<file path="src/rtl/lift_call_panel_if.sv">
// Button, floor and request signals between the call panel, the buttons and the lift.
interface lift_call_panel_if #(
  parameter int unsigned NUM_FLOORS = 7
);
  logic [NUM_FLOORS-1:0] hall_btn_i;
  logic [NUM_FLOORS-1:0] car_btn_i;
  logic [2:0]            elev_f_i;
  logic                  busy_i;
  logic [2:0]            pass_f_o;
  logic [2:0]            butt_el_o;
  logic [NUM_FLOORS-1:0] hall_pend_o;
  logic [NUM_FLOORS-1:0] car_pend_o;
  logic                  req_active_o;
  logic                  err_o;

  // Call panel side: takes buttons and lift floor, drives requests and lamps.
  modport master (
    input  hall_btn_i, car_btn_i, elev_f_i, busy_i,
    output pass_f_o, butt_el_o, hall_pend_o, car_pend_o, req_active_o, err_o
  );

  // Environment side: buttons and lift.
  modport slave (
    output hall_btn_i, car_btn_i, elev_f_i, busy_i,
    input  pass_f_o, butt_el_o, hall_pend_o, car_pend_o, req_active_o, err_o
  );
endinterface

</file>
<file path="src/rtl/lift_call_panel.sv">
// Lift call panel: queues hall/car button presses as pending bits and issues
// the nearest pending floor to the lift, one request at a time.
// Optional dispatch timeout enabled by defining CALL_TIMEOUT_EN.
module lift_call_panel #(
  parameter int unsigned NUM_FLOORS     = 7,
  parameter int unsigned HOLD_CYCLES    = 4,
  parameter int unsigned GAP_CYCLES     = 2,
  parameter int unsigned TIMEOUT_CYCLES = 64
) (
  input  logic              clk,
  input  logic              rst,
  lift_call_panel_if.master bus
);

  localparam int unsigned HOLD_W = (HOLD_CYCLES > 1) ? $clog2(HOLD_CYCLES) : 1;
  localparam int unsigned GAP_W  = (GAP_CYCLES > 1) ? $clog2(GAP_CYCLES) : 1;
`ifdef CALL_TIMEOUT_EN
  localparam int unsigned TO_W   = (TIMEOUT_CYCLES > 1) ? $clog2(TIMEOUT_CYCLES) : 1;
`endif

  typedef enum logic [2:0] {
    S_IDLE   = 3'd0,
    S_SELECT = 3'd1,
    S_ISSUE  = 3'd2,
    S_SERVE  = 3'd3,
    S_GAP    = 3'd4
  } state_t;

  state_t                state_q, state_d;
  logic [NUM_FLOORS-1:0] hall_hist_q, car_hist_q;
  logic [NUM_FLOORS-1:0] hall_edge_q, car_edge_q;
  logic [NUM_FLOORS-1:0] hall_pend_q, car_pend_q;
  logic [NUM_FLOORS-1:0] hall_clr, car_clr;
  logic [NUM_FLOORS-1:0] tgt_mask;
  logic [2:0]            tgt_q, tgt_d;
  logic                  tgt_car_q, tgt_car_d;
  logic [2:0]            pass_q, pass_d;
  logic [2:0]            butt_q, butt_d;
  logic                  req_q, req_d;
  logic [HOLD_W-1:0]     hold_q, hold_d;
  logic [GAP_W-1:0]      gap_q, gap_d;
  logic                  at_target;

  logic                  sel_valid;
  logic                  sel_car;
  logic [2:0]            sel_floor;
  logic [2:0]            best_dist, cur_dist, cand;

`ifdef CALL_TIMEOUT_EN
  logic [TO_W-1:0]       to_q, to_d;
  logic                  err_q, err_d;
`endif

  // busy_i is status-only; it does not steer dispatch.
  logic unused_ok;
  assign unused_ok = ^{1'b0, bus.busy_i, 32'(TIMEOUT_CYCLES)};

  // Button history and registered rising-edge pulses.
  always_ff @(posedge clk) begin
    if (rst) begin
      hall_hist_q <= '0;
      car_hist_q  <= '0;
      hall_edge_q <= '0;
      car_edge_q  <= '0;
    end else begin
      hall_hist_q <= bus.hall_btn_i;
      car_hist_q  <= bus.car_btn_i;
      hall_edge_q <= bus.hall_btn_i & ~hall_hist_q;
      car_edge_q  <= bus.car_btn_i & ~car_hist_q;
    end
  end

  // Pending call bits; a new press beats a same-cycle clear.
  always_ff @(posedge clk) begin
    if (rst) begin
      hall_pend_q <= '0;
      car_pend_q  <= '0;
    end else begin
      hall_pend_q <= (hall_pend_q & ~hall_clr) | hall_edge_q;
      car_pend_q  <= (car_pend_q & ~car_clr) | car_edge_q;
    end
  end

  // Nearest pending floor; ascending scan with strict compare keeps the lower floor on ties.
  always_comb begin
    sel_valid = 1'b0;
    sel_car   = 1'b0;
    sel_floor = '0;
    best_dist = '0;
    cur_dist  = '0;
    cand      = '0;
    for (int unsigned f = 0; f < NUM_FLOORS; f++) begin
      cand     = 3'(f + 1);
      cur_dist = (cand >= bus.elev_f_i) ? (cand - bus.elev_f_i) : (bus.elev_f_i - cand);
      if ((hall_pend_q[f] || car_pend_q[f]) && (!sel_valid || (cur_dist < best_dist))) begin
        sel_valid = 1'b1;
        sel_car   = car_pend_q[f];
        sel_floor = cand;
        best_dist = cur_dist;
      end
    end
  end

  // One-hot of the latched target; floor 0 never matches.
  always_comb begin
    tgt_mask = '0;
    for (int unsigned f = 0; f < NUM_FLOORS; f++) begin
      tgt_mask[f] = (tgt_q == 3'(f + 1));
    end
  end

  assign at_target = (tgt_q != 3'd0) && (bus.elev_f_i == tgt_q);

  // Dispatch FSM: next state, registered request outputs and served-call clears.
  always_comb begin
    state_d   = state_q;
    tgt_d     = tgt_q;
    tgt_car_d = tgt_car_q;
    pass_d    = pass_q;
    butt_d    = butt_q;
    req_d     = req_q;
    hold_d    = hold_q;
    gap_d     = gap_q;
    hall_clr  = '0;
    car_clr   = '0;
`ifdef CALL_TIMEOUT_EN
    to_d      = to_q;
    err_d     = err_q;
`endif

    case (state_q)
      S_IDLE: begin
        pass_d = '0;
        butt_d = '0;
        req_d  = 1'b0;
        if ((|hall_pend_q) || (|car_pend_q)) begin
          state_d = S_SELECT;
        end
      end

      S_SELECT: begin
        hold_d = '0;
        if (sel_valid) begin
          tgt_d     = sel_floor;
          tgt_car_d = sel_car;
          pass_d    = sel_car ? 3'd0 : sel_floor;
          butt_d    = sel_car ? sel_floor : 3'd0;
          req_d     = 1'b1;
          state_d   = S_ISSUE;
        end else begin
          state_d = S_IDLE;
        end
      end

      S_ISSUE: begin
        hold_d  = '0;
        state_d = S_SERVE;
      end

      S_SERVE: begin
        if (at_target) begin
          if (hold_q == HOLD_W'(HOLD_CYCLES - 1)) begin
            hall_clr = tgt_mask;
            car_clr  = tgt_car_q ? tgt_mask : '0;
            pass_d   = '0;
            butt_d   = '0;
            req_d    = 1'b0;
            hold_d   = '0;
            gap_d    = '0;
            state_d  = S_GAP;
          end else begin
            hold_d = hold_q + HOLD_W'(1);
          end
        end else begin
          hold_d = '0;
        end
      end

      S_GAP: begin
        pass_d = '0;
        butt_d = '0;
        req_d  = 1'b0;
        if (gap_q == GAP_W'(GAP_CYCLES - 1)) begin
          gap_d   = '0;
          state_d = S_IDLE;
        end else begin
          gap_d = gap_q + GAP_W'(1);
        end
      end

      default: begin
        state_d = S_IDLE;
      end
    endcase

`ifdef CALL_TIMEOUT_EN
    // Drop a request the lift has not served within the timeout window.
    if (state_q == S_SELECT) begin
      to_d = '0;
    end else if (((state_q == S_ISSUE) || (state_q == S_SERVE)) && (state_d != S_GAP)) begin
      if (to_q == TO_W'(TIMEOUT_CYCLES - 1)) begin
        hall_clr = tgt_mask;
        car_clr  = tgt_car_q ? tgt_mask : '0;
        pass_d   = '0;
        butt_d   = '0;
        req_d    = 1'b0;
        hold_d   = '0;
        gap_d    = '0;
        err_d    = 1'b1;
        state_d  = S_GAP;
      end else begin
        to_d = to_q + TO_W'(1);
      end
    end
`endif
  end

  // FSM state, target and registered outputs.
  always_ff @(posedge clk) begin
    if (rst) begin
      state_q   <= S_IDLE;
      tgt_q     <= '0;
      tgt_car_q <= 1'b0;
      pass_q    <= '0;
      butt_q    <= '0;
      req_q     <= 1'b0;
      hold_q    <= '0;
      gap_q     <= '0;
`ifdef CALL_TIMEOUT_EN
      to_q      <= '0;
      err_q     <= 1'b0;
`endif
    end else begin
      state_q   <= state_d;
      tgt_q     <= tgt_d;
      tgt_car_q <= tgt_car_d;
      pass_q    <= pass_d;
      butt_q    <= butt_d;
      req_q     <= req_d;
      hold_q    <= hold_d;
      gap_q     <= gap_d;
`ifdef CALL_TIMEOUT_EN
      to_q      <= to_d;
      err_q     <= err_d;
`endif
    end
  end

  assign bus.pass_f_o     = pass_q;
  assign bus.butt_el_o    = butt_q;
  assign bus.hall_pend_o  = hall_pend_q;
  assign bus.car_pend_o   = car_pend_q;
  assign bus.req_active_o = req_q;
`ifdef CALL_TIMEOUT_EN
  assign bus.err_o        = err_q;
`else
  assign bus.err_o        = 1'b0;
`endif

endmodule
</file>
<file path="src/flat_wrapper.sv">
// flat-port wrapper written by rule: the top's interface ports become plain ports
module lift_call_panel_flat 
#(
  parameter int unsigned NUM_FLOORS     = 7,
  parameter int unsigned HOLD_CYCLES    = 4,
  parameter int unsigned GAP_CYCLES     = 2,
  parameter int unsigned TIMEOUT_CYCLES = 64
)
  (clk, rst, bus_hall_btn_i, bus_car_btn_i, bus_elev_f_i, bus_busy_i, bus_pass_f_o, bus_butt_el_o, bus_hall_pend_o, bus_car_pend_o, bus_req_active_o, bus_err_o);
  lift_call_panel_if #(.NUM_FLOORS(NUM_FLOORS)) bus_i ();
  input  logic clk;
  input  logic rst;
  input wire logic [$bits(bus_i.hall_btn_i)-1:0] bus_hall_btn_i;
  input wire logic [$bits(bus_i.car_btn_i)-1:0] bus_car_btn_i;
  input wire logic [$bits(bus_i.elev_f_i)-1:0] bus_elev_f_i;
  input wire logic [$bits(bus_i.busy_i)-1:0] bus_busy_i;
  output wire logic [$bits(bus_i.pass_f_o)-1:0] bus_pass_f_o;
  output wire logic [$bits(bus_i.butt_el_o)-1:0] bus_butt_el_o;
  output wire logic [$bits(bus_i.hall_pend_o)-1:0] bus_hall_pend_o;
  output wire logic [$bits(bus_i.car_pend_o)-1:0] bus_car_pend_o;
  output wire logic [$bits(bus_i.req_active_o)-1:0] bus_req_active_o;
  output wire logic [$bits(bus_i.err_o)-1:0] bus_err_o;
  assign bus_i.hall_btn_i = bus_hall_btn_i;
  assign bus_i.car_btn_i = bus_car_btn_i;
  assign bus_i.elev_f_i = bus_elev_f_i;
  assign bus_i.busy_i = bus_busy_i;
  assign bus_pass_f_o = bus_i.pass_f_o;
  assign bus_butt_el_o = bus_i.butt_el_o;
  assign bus_hall_pend_o = bus_i.hall_pend_o;
  assign bus_car_pend_o = bus_i.car_pend_o;
  assign bus_req_active_o = bus_i.req_active_o;
  assign bus_err_o = bus_i.err_o;
  lift_call_panel #(.NUM_FLOORS(NUM_FLOORS), .HOLD_CYCLES(HOLD_CYCLES), .GAP_CYCLES(GAP_CYCLES), .TIMEOUT_CYCLES(TIMEOUT_CYCLES)) u_core (.clk(clk), .rst(rst), .bus(bus_i));
endmodule
</file>
<file path="config.mk">
export PLATFORM = sky130hd
export DESIGN_NAME = lift_call_panel_flat
export DESIGN_NICKNAME = d
export VERILOG_FILES = /design/src/rtl/lift_call_panel_if.sv /design/src/rtl/lift_call_panel.sv /design/src/flat_wrapper.sv
export SDC_FILE = /design/constraint.sdc
export NUM_CORES = 1
export LEC_CHECK = 0
export CAP_MARGIN = 10
export CORE_ASPECT_RATIO = 0.75
export CORE_MARGIN = 4
export CORE_UTILIZATION = 53
export DETAILED_ROUTE_END_ITERATION = 7
export GPL_TIMING_DRIVEN = 0
export HOLD_SLACK_MARGIN = 0.08
export PLACE_DENSITY_LB_ADDON = 0.25
export SETUP_SLACK_MARGIN = 0.3
export SLEW_MARGIN = 20
export SYNTH_ARGS = -nofsm -noshare
export SYNTH_HDL_FRONTEND = slang
export SYNTH_SLANG_ARGS = --single-unit
</file>
<file path="constraint.sdc">
create_clock -name clk -period 32.9 [get_ports clk]
set_input_delay 8.225 -clock clk [delete_from_list [all_inputs] [get_ports clk]]
set_output_delay 8.225 -clock clk [all_outputs]
set_load 0.02 [all_outputs]
</file>
==> metrics list <==
- The worst hold path begins at u_core.car_hist_q[4]$_SDFF_PP0_.
- Worst hold path class: flip-flop to flip-flop
- Filler Cells Inserted: 511
- Global-route wire length before repair: 11,900 um
* Multi-input gate area in the final layout: 1860 um2
- Largest family of logic cells by synthesized area: compound AO/OA/AOI/OAI gates
- The internal power of the cells totals 140 uW.
- The H-tree was split into 3 levels.
- Slew at the pin closest to its max-slew limit: 0.742 ns
- Share of synthesized cell area in full adder, half adder and majority cells: 0.0859
- Count of hold buffers inserted by post-cts repair: 0
- Measured against its own limit, the worst slew margin works out to 0.502.
* Cell chosen for the clock root: sky130_fd_sc_hd__clkbuf_8
- Total power density per cell area: 54.9 nW/um2
- After synthesis, the mean cell area works out to 8.48 um2.
- Share of the core filled with cells: 0.669
- Leakage component of the power: 1.51 nW
* Number of nets with antenna violations after detailed routing: 0
* Clock network fraction of total power: 0.319
- Most common library cells after synthesis: sky130_fd_sc_hd__dfxtp_1, sky130_fd_sc_hd__a21oi_1, sky130_fd_sc_hd__nor2b_1
* Die area: 7370 um2
- Critical path peak fanout: 11
- At the worst endpoint, the arrival time is 18.45 ns.
- The share of total power dissipated in sequential elements is 0.375.
- Drc violations: 0
- Most frequent cell on the critical path: sky130_fd_sc_hd__ha_1
* Share of synthesized area spent on multiplexers: 0.0269
- Synthesized-area fraction occupied by ao, oa, aoi and oai cells: 0.250
- Total of flip-flops plus latches after synthesis: 59
* R2r worst-path depth: 42
- Sequential-to-total area share from yosys stat: 0.368
* Global routing usage summed across all routing layers: 0.207
- Once detailed placement completed, the half-perimeter wirelength came to 5610 um.
- Drt pass-1 iters: 5
- Switching power summed over all nets: 73.5 uW
- Storage cell area: 1180 um2
- The number of antenna diodes in the final layout is 0.
- Nets in the synthesized netlist: 420
- Yosys printed 0 warnings.
* Xor/xnor share of the synthesized area: 0.00546
- For this run, the slowest stage of the critical path takes 0.76 ns.
- Detailed-route wire length: 7490 um
* Last weighted congestion value of the routability-driven placer: 0.903
* Result of the run: completed
* Pin count of the biggest net entering global routing: 14
- For this configuration, the core starts out at a cell density of 0.550.
- Clk sink count: 59
* Number of unique standard cell types used by synthesis: 65
- The die is 97.8 um wide.
- Buffers inserted during clock tree synthesis total 9.
- Total Nets Final: 470
* Setup-failing EPs final: 0
* Maximum frequency from static timing analysis: 0.0550 GHz
- The worst hold path terminates at u_core.car_edge_q[4]$_SDFF_PP0_.
* Clock period minus final worst setup slack: 18.19 ns
- Number of pins exceeding their max-slew limit in the final report: 0
* Y dimension of the die: 75.4 um
- Worst-case vdd ir drop: 0.0000545 V
- The largest individual stage delay along the critical path comes from the cell sky130_fd_sc_hd__clkdlybuf4s50_1.
* Clock-pin slew on the worst setup and hold paths: 0.08 ns
- Area of the core: 5830 um2
- Buffers on Ports: 39
* Setup repair after global routing missed its margin: false
* Top cells by area, synth: sky130_fd_sc_hd__dfxtp_1, sky130_fd_sc_hd__ha_1, sky130_fd_sc_hd__nor2b_1, sky130_fd_sc_hd__a21oi_1, sky130_fd_sc_hd__o21ai_0
- Max-cap check violation count: 0
* Skew final: 0.0108 ns
- Vias in the first global route: 2,541
- The number of endpoints with negative hold slack in the final report is 0.
* Data required, critical path: 33.16 ns
- Summed negative setup slack over all endpoints: 0 ns
- Iteration-0 DRC Markers: 241
- In the final layout, the share of cells above drive strength 1 is 0.0855.
- Layout overhead on the synthesized area: 21.6%
* Std cell rows: 24
* IO Count: 42
* Congestion Overflow GR: 0
* Cell Area, Synth: 3210 um2
* Gate power share: 0.306
* R2R setup slack: 23.47 ns
* Share of the clock period used by the worst path after layout: 0.553
- Clock latency of the later-clocked register in the worst-skew pair: 0.35 ns
* Number of enable flip-flop cells after synthesis: 0
- Post_cts resized: 0
* Cell taking the most area after synthesis: sky130_fd_sc_hd__dfxtp_1
- Class of the most critical setup path: primary input to flip-flop
- After detailed routing, the average wire length per cell comes to 14.7 um.
- In this run the post-CTS setup repair buffer count came out at 0.
- Most used flip-flop cell after synthesis: sky130_fd_sc_hd__dfxtp_1
* Buffer levels on the longest clock path: 2
* Most common cell in the netlist: sky130_fd_sc_hd__dfxtp_1
- The initial antenna violation count is 0.
- Element type at the critical path end: flip-flop
* CTS tree: built
* Simple-gate share of the synthesized area: 0.211
- Total number of vias: 2,931
- Via density per instance: 5.74
- Kind of start point of the critical path: primary input
- Synthesis handed over a netlist of 378 instances.
* WHS Path Cells: 1
* Switching Fraction: 0.344
* Reg2Reg Capture Point: u_core.tgt_q[0]$_SDFFE_PP0P_
* Reg-to-reg startpoint: u_core.bus.car_pend_o[0]$_SDFF_PP0_
- The share of synthesized area in the top cell type comes to 0.368.
* FFs w/ async S/R, synth: 0
how the worst max path moves through the flow:
stage / startpoint / end / slack, ns
finish: bus_elev_f_i[1] / u_core.tgt_q[0]$_SDFFE_PP0P_ / 14.71
global route: bus_elev_f_i[1] / u_core.bus.butt_el_o[0]$_SDFFE_PP0P_ / 14.08
CTS: bus_elev_f_i[1] / u_core.tgt_q[0]$_SDFFE_PP0P_ / 14.87
detailed placement: bus_elev_f_i[1] / u_core.bus.butt_el_o[0]$_SDFFE_PP0P_ / 14.55
global placement: bus_elev_f_i[1] / u_core.bus.butt_el_o[0]$_SDFFE_PP0P_ / 14.63
floorplan: bus_elev_f_i[1] / u_core.bus.butt_el_o[0]$_SDFFE_PP0P_ / 16.47
power by group through the flow:
stage | registers (mW) | clock network [mW] | logic (mW)
finish | 0.0802 | 0.0682 | 0.0654
global route | 0.0809 | 0.0734 | 0.0720
CTS | 0.0802 | 0.0694 | 0.0646
detailed placement | 0.0818 | 0 | 0.0640
global placement | 0.0816 | 0 | 0.0626
floorplan | 0.0833 | 0 | 0.0442
logic make-up (layout without fill, tap and decap cells):
logic type                 count (synthesis)  after routing
adders and majority gates                 22             22
DFF                                       59             59
other                                      1              1
AOI/OAI and AO/OA                        116            116
and+or+nand+nor                          128            128
muxes                                      8              8
xor gates and xnor gates                   2              2
buffers and inverters                     42             97
through the flow:
| step | std cells | hold slack (ns) | setup WS (ns) | instance area [um2] | total power [mW] |
|---|---|---|---|---|---|
| 2_1_floorplan | 378 | 0.367 | 16.47 | 3210 | 0.127 |
| 3_3_place_gp | 495 | 0.371 | 14.63 | 3690 | 0.144 |
| 3_5_place_dp | 495 | 0.372 | 14.55 | 3690 | 0.146 |
| 4_1_cts | 511 | 0.382 | 14.87 | 3900 | 0.214 |
| 5_1_grt | 511 | 0.394 | 14.08 | 3900 | 0.226 |
| 6_report | 511 | 0.382 | 14.71 | 3900 | 0.214 |
area by class of cell:
| type | count | share of cell area |
|---|---|---|
| well taps | 78 | 0.0250 |
| flip-flops and latches | 59 | 0.303 |
| multi-input cells | 277 | 0.478 |
| clock inverters | 7 | 0.0209 |
| repair buffers | 39 | 0.100 |
| plain buffers | 15 | 0.0157 |
| clock buffers | 9 | 0.0318 |
| inverters | 27 | 0.0260 |
sequential cells by signal, summed over array words and instances, names as in the netlist:
name	flops
u_core.bus.butt_el_o	3
u_core.bus.car_pend_o	7
u_core.car_hist_q	7
u_core.bus.req_active_o	1
u_core.bus.hall_pend_o	7
u_core.hold_q	2
u_core.tgt_car_q	1
u_core.state_q	3
u_core.bus.pass_f_o	3
u_core.hall_hist_q	7
u_core.hall_edge_q	7
u_core.gap_q	1
u_core.tgt_q	3
u_core.car_edge_q	7
cell usage in the layout, fill, tap and decap left out, drive strengths merged, types with 5 or more instances in the layout:
master,count
nand2,29
or2,5
o21a,5
inv,31
a21oi,34
a211oi,9
nor2,28
clkdlybuf4s50,39
dfxtp,59
mux2,5
nor2b,32
o21ai,26
clkbuf,21
ha,22
metal layers:
| metal | GRT usage | routed length [um] | vias to the layer above |
|---|---|---|---|
| li1 | - | - | 1458 |
| met2 | 0.331 | 3360 | 114 |
| met5 | 0 | 0 | - |
| met3 | 0.0677 | 501 | 13 |
| met4 | 0.0860 | 115 | 0 |
| met1 | 0.265 | 3510 | 1346 |
critical path, delay by kind of cell:
| kind | cells | cell delay (ns) |
|---|---|---|
| AOI/OAI and AO/OA | 20 | 4.62 |
| adders and majority gates | 7 | 2.18 |
| buffers and inverters | 5 | 1.33 |
| muxes | 2 | 0.76 |
| and+or+nand+nor | 11 | 1.27 |
Power figures use the tool's default switching activity.
